===== config.mk =====
export PLATFORM = sky130hd
export DESIGN_NAME = id_ex_stage_flat
export DESIGN_NICKNAME = d
export VERILOG_FILES = /design/src/rtl/id_ex_if.sv /design/src/rtl/id_ex_stage.sv /design/src/flat_wrapper.sv
export SDC_FILE = /design/constraint.sdc
export NUM_CORES = 1
export LEC_CHECK = 0
export ABC_CLOCK_PERIOD_IN_PS = 2600
export CAP_MARGIN = 20
export CORE_AREA = 2 2 164 166
export CTS_BUF_LIST = sky130_fd_sc_hd__clkbuf_8
export CTS_CLUSTER_SIZE = 16
export DETAILED_ROUTE_END_ITERATION = 12
export DIE_AREA = 0 0 166 168
export GPL_TIMING_DRIVEN = 0
export HOLD_SLACK_MARGIN = 0.05
export PLACE_DENSITY = 0.65
export SETUP_SLACK_MARGIN = 0.3
export SYNTH_ARGS = -nofsm -noshare
export SYNTH_HDL_FRONTEND = slang
export SYNTH_SLANG_ARGS = --single-unit

===== constraint.sdc =====
create_clock -name clk -period 2.6 [get_ports clk]
set_input_delay 0.26 -clock clk [delete_from_list [all_inputs] [get_ports clk]]
set_output_delay 0.26 -clock clk [all_outputs]
set_load 0.05 [all_outputs]

===== src/rtl/id_ex_if.sv =====
// id_ex_if: ID/EX stage bundle. It carries the ID-side operands and controls, the WB write port,
// flush and mem_stall, and returns the registered EX fields, stall_if_id and the perf counters.
// slave = the stage itself, master = the driver of the ID/WB/hazard side.
interface id_ex_if #(
    parameter int DATA_W = 32,
    parameter int REG_AW = 5,
    parameter int CTRL_W = 8,
    parameter int CNT_W  = 32
);
    logic              id_valid;
    logic [DATA_W-1:0] id_pc;
    logic [REG_AW-1:0] id_rs1;
    logic [REG_AW-1:0] id_rs2;
    logic              id_use_rs1;
    logic              id_use_rs2;
    logic [REG_AW-1:0] id_rd;
    logic [DATA_W-1:0] id_rs1_data;
    logic [DATA_W-1:0] id_rs2_data;
    logic [DATA_W-1:0] id_imm;
    logic              id_reg_write;
    logic              id_mem_read;
    logic              id_mem_write;
    logic [CTRL_W-1:0] id_ctrl;
    logic              wb_reg_write;
    logic [REG_AW-1:0] wb_rd;
    logic [DATA_W-1:0] wb_data;
    logic              flush;
    logic              mem_stall;
    logic              stall_if_id;
    logic              ex_valid;
    logic [DATA_W-1:0] ex_pc;
    logic [REG_AW-1:0] ex_rs1;
    logic [REG_AW-1:0] ex_rs2;
    logic [REG_AW-1:0] ex_rd;
    logic [DATA_W-1:0] ex_rs1_data;
    logic [DATA_W-1:0] ex_rs2_data;
    logic [DATA_W-1:0] ex_imm;
    logic              ex_reg_write;
    logic              ex_mem_read;
    logic              ex_mem_write;
    logic [CTRL_W-1:0] ex_ctrl;
    logic [CNT_W-1:0]  lu_stall_cnt;
    logic [CNT_W-1:0]  flush_cnt;
    modport slave (
        input  id_valid, id_pc, id_rs1, id_rs2, id_use_rs1, id_use_rs2, id_rd,
               id_rs1_data, id_rs2_data, id_imm, id_reg_write, id_mem_read, id_mem_write, id_ctrl,
               wb_reg_write, wb_rd, wb_data, flush, mem_stall,
        output stall_if_id, ex_valid, ex_pc, ex_rs1, ex_rs2, ex_rd, ex_rs1_data, ex_rs2_data,
               ex_imm, ex_reg_write, ex_mem_read, ex_mem_write, ex_ctrl, lu_stall_cnt, flush_cnt
    );
    modport master (
        output id_valid, id_pc, id_rs1, id_rs2, id_use_rs1, id_use_rs2, id_rd,
               id_rs1_data, id_rs2_data, id_imm, id_reg_write, id_mem_read, id_mem_write, id_ctrl,
               wb_reg_write, wb_rd, wb_data, flush, mem_stall,
        input  stall_if_id, ex_valid, ex_pc, ex_rs1, ex_rs2, ex_rd, ex_rs1_data, ex_rs2_data,
               ex_imm, ex_reg_write, ex_mem_read, ex_mem_write, ex_ctrl, lu_stall_cnt, flush_cnt
    );
endinterface


===== src/rtl/id_ex_stage.sv =====
// id_ex_stage: ID/EX pipeline register with load-use hazard detection, flush bubbles,
// memory-stall freeze and same-cycle WB bypass into the latched operand data.
// Ports: clk (rising edge), rst_n (async active-low), bus (id_ex_if.slave: ID fields, WB port,
// flush, mem_stall in; stall_if_id, ex_* fields, lu_stall_cnt, flush_cnt out).
// Optional macro PERF_CNT_EN: enables the saturating load-use/flush counters; otherwise they read 0.
module id_ex_stage #(
    parameter int DATA_W = 32,
    parameter int REG_AW = 5,
    parameter int CTRL_W = 8,
    parameter int CNT_W  = 32
) (
    input logic   clk,
    input logic   rst_n,
    id_ex_if.slave bus
);
    logic              load_use;
    logic              bubble;
    logic [DATA_W-1:0] rs1_fwd;
    logic [DATA_W-1:0] rs2_fwd;
    assign load_use = bus.ex_valid & bus.ex_mem_read & (bus.ex_rd != {REG_AW{1'b0}}) & bus.id_valid &
                      ((bus.id_use_rs1 & (bus.id_rs1 == bus.ex_rd)) |
                       (bus.id_use_rs2 & (bus.id_rs2 == bus.ex_rd)));
    // A flush already kills the consumer, so it need not hold IF/ID.
    assign bus.stall_if_id = bus.mem_stall | (load_use & ~bus.flush);
    assign bubble = bus.flush | load_use;
    assign rs1_fwd = (bus.wb_reg_write & (bus.wb_rd != {REG_AW{1'b0}}) & (bus.wb_rd == bus.id_rs1))
                     ? bus.wb_data : bus.id_rs1_data;
    assign rs2_fwd = (bus.wb_reg_write & (bus.wb_rd != {REG_AW{1'b0}}) & (bus.wb_rd == bus.id_rs2))
                     ? bus.wb_data : bus.id_rs2_data;
    always_ff @(posedge clk or negedge rst_n) begin
        if (!rst_n) begin
            bus.ex_valid     <= 1'b0;
            bus.ex_pc        <= '0;
            bus.ex_rs1       <= '0;
            bus.ex_rs2       <= '0;
            bus.ex_rd        <= '0;
            bus.ex_rs1_data  <= '0;
            bus.ex_rs2_data  <= '0;
            bus.ex_imm       <= '0;
            bus.ex_reg_write <= 1'b0;
            bus.ex_mem_read  <= 1'b0;
            bus.ex_mem_write <= 1'b0;
            bus.ex_ctrl      <= {CTRL_W{1'b0}};
        end else if (!bus.mem_stall) begin
            if (bubble) begin
                // Data fields hold; only the fields that give the slot meaning are cleared.
                bus.ex_valid     <= 1'b0;
                bus.ex_rd        <= '0;
                bus.ex_reg_write <= 1'b0;
                bus.ex_mem_read  <= 1'b0;
                bus.ex_mem_write <= 1'b0;
                bus.ex_ctrl      <= {CTRL_W{1'b0}};
            end else begin
                bus.ex_valid     <= bus.id_valid;
                bus.ex_pc        <= bus.id_pc;
                bus.ex_rs1       <= bus.id_rs1;
                bus.ex_rs2       <= bus.id_rs2;
                bus.ex_rs1_data  <= rs1_fwd;
                bus.ex_rs2_data  <= rs2_fwd;
                bus.ex_imm       <= bus.id_imm;
                bus.ex_rd        <= bus.id_valid ? bus.id_rd : '0;
                bus.ex_reg_write <= bus.id_valid & bus.id_reg_write;
                bus.ex_mem_read  <= bus.id_valid & bus.id_mem_read;
                bus.ex_mem_write <= bus.id_valid & bus.id_mem_write;
                bus.ex_ctrl      <= bus.id_valid ? bus.id_ctrl : {CTRL_W{1'b0}};
            end
        end
    end
`ifdef PERF_CNT_EN
    logic [CNT_W-1:0] lu_cnt;
    logic [CNT_W-1:0] fl_cnt;
    always_ff @(posedge clk or negedge rst_n) begin
        if (!rst_n) begin
            lu_cnt <= '0;
            fl_cnt <= '0;
        end else if (!bus.mem_stall) begin
            if (load_use & ~bus.flush & ~&lu_cnt) lu_cnt <= lu_cnt + 1'b1;
            if (bus.flush & bus.id_valid & ~&fl_cnt) fl_cnt <= fl_cnt + 1'b1;
        end
    end
    assign bus.lu_stall_cnt = lu_cnt;
    assign bus.flush_cnt    = fl_cnt;
`else
    assign bus.lu_stall_cnt = {CNT_W{1'b0}};
    assign bus.flush_cnt    = {CNT_W{1'b0}};
`endif
endmodule

===== src/flat_wrapper.sv =====
// flat-port wrapper written by rule: the top's interface ports become plain ports
module id_ex_stage_flat 
#(
    parameter int DATA_W = 32,
    parameter int REG_AW = 5,
    parameter int CTRL_W = 8,
    parameter int CNT_W  = 32
)
  (clk, rst_n, bus_id_valid, bus_id_pc, bus_id_rs1, bus_id_rs2, bus_id_use_rs1, bus_id_use_rs2, bus_id_rd, bus_id_rs1_data, bus_id_rs2_data, bus_id_imm, bus_id_reg_write, bus_id_mem_read, bus_id_mem_write, bus_id_ctrl, bus_wb_reg_write, bus_wb_rd, bus_wb_data, bus_flush, bus_mem_stall, bus_stall_if_id, bus_ex_valid, bus_ex_pc, bus_ex_rs1, bus_ex_rs2, bus_ex_rd, bus_ex_rs1_data, bus_ex_rs2_data, bus_ex_imm, bus_ex_reg_write, bus_ex_mem_read, bus_ex_mem_write, bus_ex_ctrl, bus_lu_stall_cnt, bus_flush_cnt);
  id_ex_if #(.DATA_W(DATA_W), .REG_AW(REG_AW), .CTRL_W(CTRL_W), .CNT_W(CNT_W)) bus_i ();
  input logic clk;
  input logic rst_n;
  input wire logic [$bits(bus_i.id_valid)-1:0] bus_id_valid;
  input wire logic [$bits(bus_i.id_pc)-1:0] bus_id_pc;
  input wire logic [$bits(bus_i.id_rs1)-1:0] bus_id_rs1;
  input wire logic [$bits(bus_i.id_rs2)-1:0] bus_id_rs2;
  input wire logic [$bits(bus_i.id_use_rs1)-1:0] bus_id_use_rs1;
  input wire logic [$bits(bus_i.id_use_rs2)-1:0] bus_id_use_rs2;
  input wire logic [$bits(bus_i.id_rd)-1:0] bus_id_rd;
  input wire logic [$bits(bus_i.id_rs1_data)-1:0] bus_id_rs1_data;
  input wire logic [$bits(bus_i.id_rs2_data)-1:0] bus_id_rs2_data;
  input wire logic [$bits(bus_i.id_imm)-1:0] bus_id_imm;
  input wire logic [$bits(bus_i.id_reg_write)-1:0] bus_id_reg_write;
  input wire logic [$bits(bus_i.id_mem_read)-1:0] bus_id_mem_read;
  input wire logic [$bits(bus_i.id_mem_write)-1:0] bus_id_mem_write;
  input wire logic [$bits(bus_i.id_ctrl)-1:0] bus_id_ctrl;
  input wire logic [$bits(bus_i.wb_reg_write)-1:0] bus_wb_reg_write;
  input wire logic [$bits(bus_i.wb_rd)-1:0] bus_wb_rd;
  input wire logic [$bits(bus_i.wb_data)-1:0] bus_wb_data;
  input wire logic [$bits(bus_i.flush)-1:0] bus_flush;
  input wire logic [$bits(bus_i.mem_stall)-1:0] bus_mem_stall;
  output wire logic [$bits(bus_i.stall_if_id)-1:0] bus_stall_if_id;
  output wire logic [$bits(bus_i.ex_valid)-1:0] bus_ex_valid;
  output wire logic [$bits(bus_i.ex_pc)-1:0] bus_ex_pc;
  output wire logic [$bits(bus_i.ex_rs1)-1:0] bus_ex_rs1;
  output wire logic [$bits(bus_i.ex_rs2)-1:0] bus_ex_rs2;
  output wire logic [$bits(bus_i.ex_rd)-1:0] bus_ex_rd;
  output wire logic [$bits(bus_i.ex_rs1_data)-1:0] bus_ex_rs1_data;
  output wire logic [$bits(bus_i.ex_rs2_data)-1:0] bus_ex_rs2_data;
  output wire logic [$bits(bus_i.ex_imm)-1:0] bus_ex_imm;
  output wire logic [$bits(bus_i.ex_reg_write)-1:0] bus_ex_reg_write;
  output wire logic [$bits(bus_i.ex_mem_read)-1:0] bus_ex_mem_read;
  output wire logic [$bits(bus_i.ex_mem_write)-1:0] bus_ex_mem_write;
  output wire logic [$bits(bus_i.ex_ctrl)-1:0] bus_ex_ctrl;
  output wire logic [$bits(bus_i.lu_stall_cnt)-1:0] bus_lu_stall_cnt;
  output wire logic [$bits(bus_i.flush_cnt)-1:0] bus_flush_cnt;
  assign bus_i.id_valid = bus_id_valid;
  assign bus_i.id_pc = bus_id_pc;
  assign bus_i.id_rs1 = bus_id_rs1;
  assign bus_i.id_rs2 = bus_id_rs2;
  assign bus_i.id_use_rs1 = bus_id_use_rs1;
  assign bus_i.id_use_rs2 = bus_id_use_rs2;
  assign bus_i.id_rd = bus_id_rd;
  assign bus_i.id_rs1_data = bus_id_rs1_data;
  assign bus_i.id_rs2_data = bus_id_rs2_data;
  assign bus_i.id_imm = bus_id_imm;
  assign bus_i.id_reg_write = bus_id_reg_write;
  assign bus_i.id_mem_read = bus_id_mem_read;
  assign bus_i.id_mem_write = bus_id_mem_write;
  assign bus_i.id_ctrl = bus_id_ctrl;
  assign bus_i.wb_reg_write = bus_wb_reg_write;
  assign bus_i.wb_rd = bus_wb_rd;
  assign bus_i.wb_data = bus_wb_data;
  assign bus_i.flush = bus_flush;
  assign bus_i.mem_stall = bus_mem_stall;
  assign bus_stall_if_id = bus_i.stall_if_id;
  assign bus_ex_valid = bus_i.ex_valid;
  assign bus_ex_pc = bus_i.ex_pc;
  assign bus_ex_rs1 = bus_i.ex_rs1;
  assign bus_ex_rs2 = bus_i.ex_rs2;
  assign bus_ex_rd = bus_i.ex_rd;
  assign bus_ex_rs1_data = bus_i.ex_rs1_data;
  assign bus_ex_rs2_data = bus_i.ex_rs2_data;
  assign bus_ex_imm = bus_i.ex_imm;
  assign bus_ex_reg_write = bus_i.ex_reg_write;
  assign bus_ex_mem_read = bus_i.ex_mem_read;
  assign bus_ex_mem_write = bus_i.ex_mem_write;
  assign bus_ex_ctrl = bus_i.ex_ctrl;
  assign bus_lu_stall_cnt = bus_i.lu_stall_cnt;
  assign bus_flush_cnt = bus_i.flush_cnt;
  id_ex_stage #(.DATA_W(DATA_W), .REG_AW(REG_AW), .CTRL_W(CTRL_W), .CNT_W(CNT_W)) u_core (.clk(clk), .rst_n(rst_n), .bus(bus_i));
endmodule

After elaboration in Yosys (flattened, before gate mapping)
Cells that the tools add are included.

word-level totals
  register bits after elaboration = 155
  input port bits = 199
  output and inout port bits = 220
  logic and storage cells = 48

cells by class
  equality and inequality tests = 4
  mux-type cells = 10
  bitwise operators = 19
  reductions and logical operators = 3

operator list
  cell                 number
  32-bit 2-to-1 mux    2
  5-bit == test        4
  8-bit 2-to-1 mux     2
  1-bit bitwise AND    13
  5-bit 2-to-1 mux     2
  5-bit nonzero test   2
  1-bit 2-to-1 mux     4
  1-bit NOT            3
  1-bit bitwise OR     3
  2-bit AND reduction  1

Longest topological paths before layout
  word-level depth = 7
  mapped depth = 7
  gate-level depth less buffers = 5

Worst setup path before layout
No wires, ideal clock.

  kind = reg2out
  start point = register u_core.bus.ex_rd[3]
  end point = output port bus_stall_if_id
  arrival time = 2170 ps
  data required time = 2340 ps
  setup slack = 170 ps
  cell stages (with the launch flop) = 6
  buffers on the path = 0
  cells stage by stage = dfrtp_1 -> xnor2_1 -> nand4_1 -> o22ai_1 -> nand2_1 -> o21bai_1

between the ends
  cells in the longest elaborated chain, start to end = 6
  elaborated cells on any way between the ends = 11
  those cells by class = eq/ne: 2; bitwise: 8; reduce/logical: 1

ends and longest elaborated chain
  element                                                       RTL line                                                 text
  start: declaration                                            id_ex_if.sv:48                                           output stall_if_id, ex_valid, ex_pc, ex_rs1, ex_rs2, ex_rd, ex_rs1_data, ex_rs2_data,
  start signal: assignment                                      id_ex_stage.sv:61                                        bus.ex_rd <= bus.id_valid ? bus.id_rd : '0;
  5-bit == test (tied with other cells)                         id_ex_stage.sv:21                                        ((bus.id_use_rs1 & (bus.id_rs1 == bus.ex_rd)) |
  1-bit bitwise AND (on tied branches)                          id_ex_stage.sv:21, id_ex_stage.sv:20, id_ex_stage.sv:22
  1-bit bitwise OR / 1-bit bitwise AND (equally long branches)  id_ex_stage.sv:21, id_ex_stage.sv:20
  1-bit bitwise AND (*)                                         id_ex_stage.sv:20                                        assign load_use = bus.ex_valid & bus.ex_mem_read & (bus.ex_rd != {REG_AW{1'b0}}) & bus.id_valid &
  1-bit bitwise AND (*)                                         id_ex_stage.sv:24                                        assign bus.stall_if_id = bus.mem_stall | (load_use & ~bus.flush);
  1-bit bitwise OR (*)                                          id_ex_stage.sv:24
  end: declaration                                              flat_wrapper.sv:32                                       output wire logic [$bits(bus_i.stall_if_id)-1:0] bus_stall_if_id;

Every way passes the cells marked *; elsewhere a longest branch is shown, timed or not.

Worst setup path in the final report
  start point = register u_core.bus.ex_rd[2]
  end point = output port bus_stall_if_id

Same word-level chain as after synthesis.

==> qor.yml <==
outcome:
  outcome: "finished, final reports clean"
grt:
  grt_overflow: 0
  grt_pass1_vias: 5874
  grt_pass1_wl_mm: 34.9
  grt_usage: 0.160
  antenna_found_initial: 0
  grt_max_degree: 92
synthesis:
  netlist_top_cells_area: "dfrtp_1, mux2_4, mux2_2"
  avgSynthCellArea_um2: 15.1
  synthFlopType: "dfrtp_1"
  synth.top_cell.area_share: 0.508
  synth_top_cells_by_count: "dfrtp_1, mux2_2, mux2_4"
  synth_cells: 506
  synth_cell_types: 27
  synth_edf_count: 0
  ys_seq_elements: 155
  synthesis.area_um2: 7640
  ys_seq_area_frac: 0.508
  synth.largest_area_cell: "dfrtp_1"
  synth_warnings: 0
  ys_async_sr_fraction: 1.00
  yosysMostFrequentCell: "dfrtp_1"
sta:
  setup_violations: 0
  hold_slack_ps: 348
  timing.slew.headroom: 0.624
  fmax_mhz: 454
  rsz0062_at_grt: "true"
  fin_skew_ps: 19.1
  min_period_over_period: 0.848
  finalCriticalPeriod_ps: 2200
  setup_tns_ps: 0
  hold_violations: 0
  tightestPinTransition_ps: 561
  drv_slew: 0
  worst_slack_ps: 396
clocking:
  cts.sinks: 155
  clk_pin_slew_ps: 100
  cts_buffer_depth: 2
  clock_latency_ps: 440
  numCtsBuffers: 17
  cts_max_level: 4
  cts_tree: "yes"
  cts-root-buf: "clkbuf_8"
power_and_ir_drop:
  ir_worst_vdd_v: 0.000393
  p_leak_nw: 5.36
  finalPower_mw: 8.21
  power_density_nw_per_um2: 661
detailed_routing:
  drc: 0
  dr_total_vias: 5433
  routed-wl-met2_mm: 11.3
  wl_met3_mm: 1.77
  routed.top_layer: "met4"
  drtPass1Iterations: 4
  ant_nets: 0
  wl_per_cell_um: 17.3
  viasPerCell: 4.18
  wl_mm: 22.6
  wl_met1_mm: 9.23
  drt-initial-drc-count: 175
critical_path:
  crit_start: "u_core.bus.ex_rd[2]$_DFFE_PN0N_"
  worst-setup-path-type: "register to primary output"
  critPathMaxStageDelay_ps: 470
  ff2ff_path_depth: 8
  end_kind: "primary output"
  slowest_stage: "dfrtp_2"
  r2r_slack_ps: 440
  required_ps: 2340
  crit_chain: "xnor2_1, nand4_1, o22ai_4, nand2_1, o21bai_2, buf_6"
  worstPathMaxFanout: 5
  cp-endpoint: "bus_stall_if_id"
  r2r_start: "u_core.bus.ex_rd[2]$_DFFE_PN0N_"
  timing.critical_path.arrival_ps: 1940
  setup.worst_path.start_class: "register"
  reg2reg_to: "u_core.bus.ex_imm[25]$_DFFE_PN0P_"
cells_and_area:
  num_antenna_cells: 0
  multi_input_area_um2: 3380
  final_cell_area_um2: 12400
  seqCellArea_um2: 3880
  area_growth_syn_to_layout_pct: 62.4
  drive_gt1_frac: 0.354
  final_util: 0.471
  nFillCells: 2414
  stdcell_count: 1301
  final_nets: 1146
place:
  portBuffers: 354
  place_inst: 1265
  dp_hpwl_mm: 17.2
  place_ws_ps: -383
  routabilityCongestion: 0.726
  post_dp_cell_area_um2: 11900
floorplan:
  die_height_um: 168
  fp-row-count: 60
  dieArea_um2: 27900
  ioPinCount: 419
  coreArea_um2: 26400
  die-width_um: 166
  initial_utilization: 0.290
hold_path:
  hp-class: "input pin to asynchronous set/reset pin"
job:
  drv_cap: 0
-- worst min path at each step --
stage | end | from | depth (start not counted) | slack, ps
after floorplan | u_core.bus.ex_ctrl[0]$_DFFE_PN0N_ | rst_n | 0 | -40
after global placement | u_core.bus.ex_valid$_DFFE_PN0N_ | u_core.bus.ex_valid$_DFFE_PN0N_ | 1 | 490
after detailed placement | u_core.bus.ex_rs2_data[28]$_DFFE_PN0P_ | rst_n | 1 | 250
after CTS | u_core.bus.ex_rs2_data[28]$_DFFE_PN0P_ | rst_n | 2 | 340
after global routing | u_core.bus.ex_rs2_data[28]$_DFFE_PN0P_ | rst_n | 2 | 350
final | u_core.bus.ex_rs2_data[28]$_DFFE_PN0P_ | rst_n | 2 | 350
-- area by class of cell --
class,count,area share
Tap cell,341,0.0344
Clock buffer,18,0.0200
Clock inverter,14,0.0138
Multi-Input combinational cell,325,0.272
Inverter,1,0.000302
Buffer,88,0.0556
Sequential cell,155,0.313
Timing Repair Buffer,359,0.291
-- cells by family after synthesis --
logic type / synth area share
flip-flops: 0.508
XOR/XNOR: 0.0229
other: 0.000491
buffers and inverters: 0.0845
multiplexers: 0.342
AO/OA/AOI/OAI: 0.0291
AND/OR/NAND/NOR: 0.0134
-- worst max-delay path, delay by kind of cell (launching register included) --
kind            cells  cell delay (ps)
compound gates      2              410
simple gates        2              310
xor+xnor            1              150
buf+inv             1              180
flops               1              470
-- registers in the layout (all words and copies together), names as in the netlist --
signal	flops
u_core.bus.ex_ctrl	8
u_core.bus.ex_imm	32
u_core.bus.ex_reg_write	1
u_core.bus.ex_rs2	5
u_core.bus.ex_mem_write	1
u_core.bus.ex_rs2_data	32
u_core.bus.ex_mem_read	1
u_core.bus.ex_pc	32
u_core.bus.ex_rs1_data	32
u_core.bus.ex_rs1	5
u_core.bus.ex_valid	1
u_core.bus.ex_rd	5
-- metal layers --
metal  track usage  vias up
li1              -     2547
met1         0.191     2633
met2         0.273      238
met3        0.0621       15
met4        0.0363        0
met5             0        -
-- power by group --
group          switching, mW  leakage, nW  internal [mW]  total (mW)
Clock                   1.05        0.217          0.924        1.98
Sequential             0.188         1.84           2.75        2.94
Combinational           1.95         3.31           1.34        3.29
-- repair_timing --
action	in CTS	in global routing
hold buffers	1	0
hold endpoints to repair	64	0
endpoints found under the setup margin	121	122
pin swaps	2	1
setup buffers	3	0
gates resized for setup	15	20
-- layout by cell type (no fill, tap or decap), drive strengths merged, types with 2 or more instances in the layout --
cell type / count
conb: 64
bufinv: 2
xor2: 2
clkinv: 3
buf: 88
xnor2: 18
nor3: 3
nand2: 5
clkbuf: 24
nand4: 2
clkdlybuf4s50: 352
a22o: 16
mux2: 202
nand3: 3
dfrtp: 155
inv: 10
(Power assumes the default switching activity.)
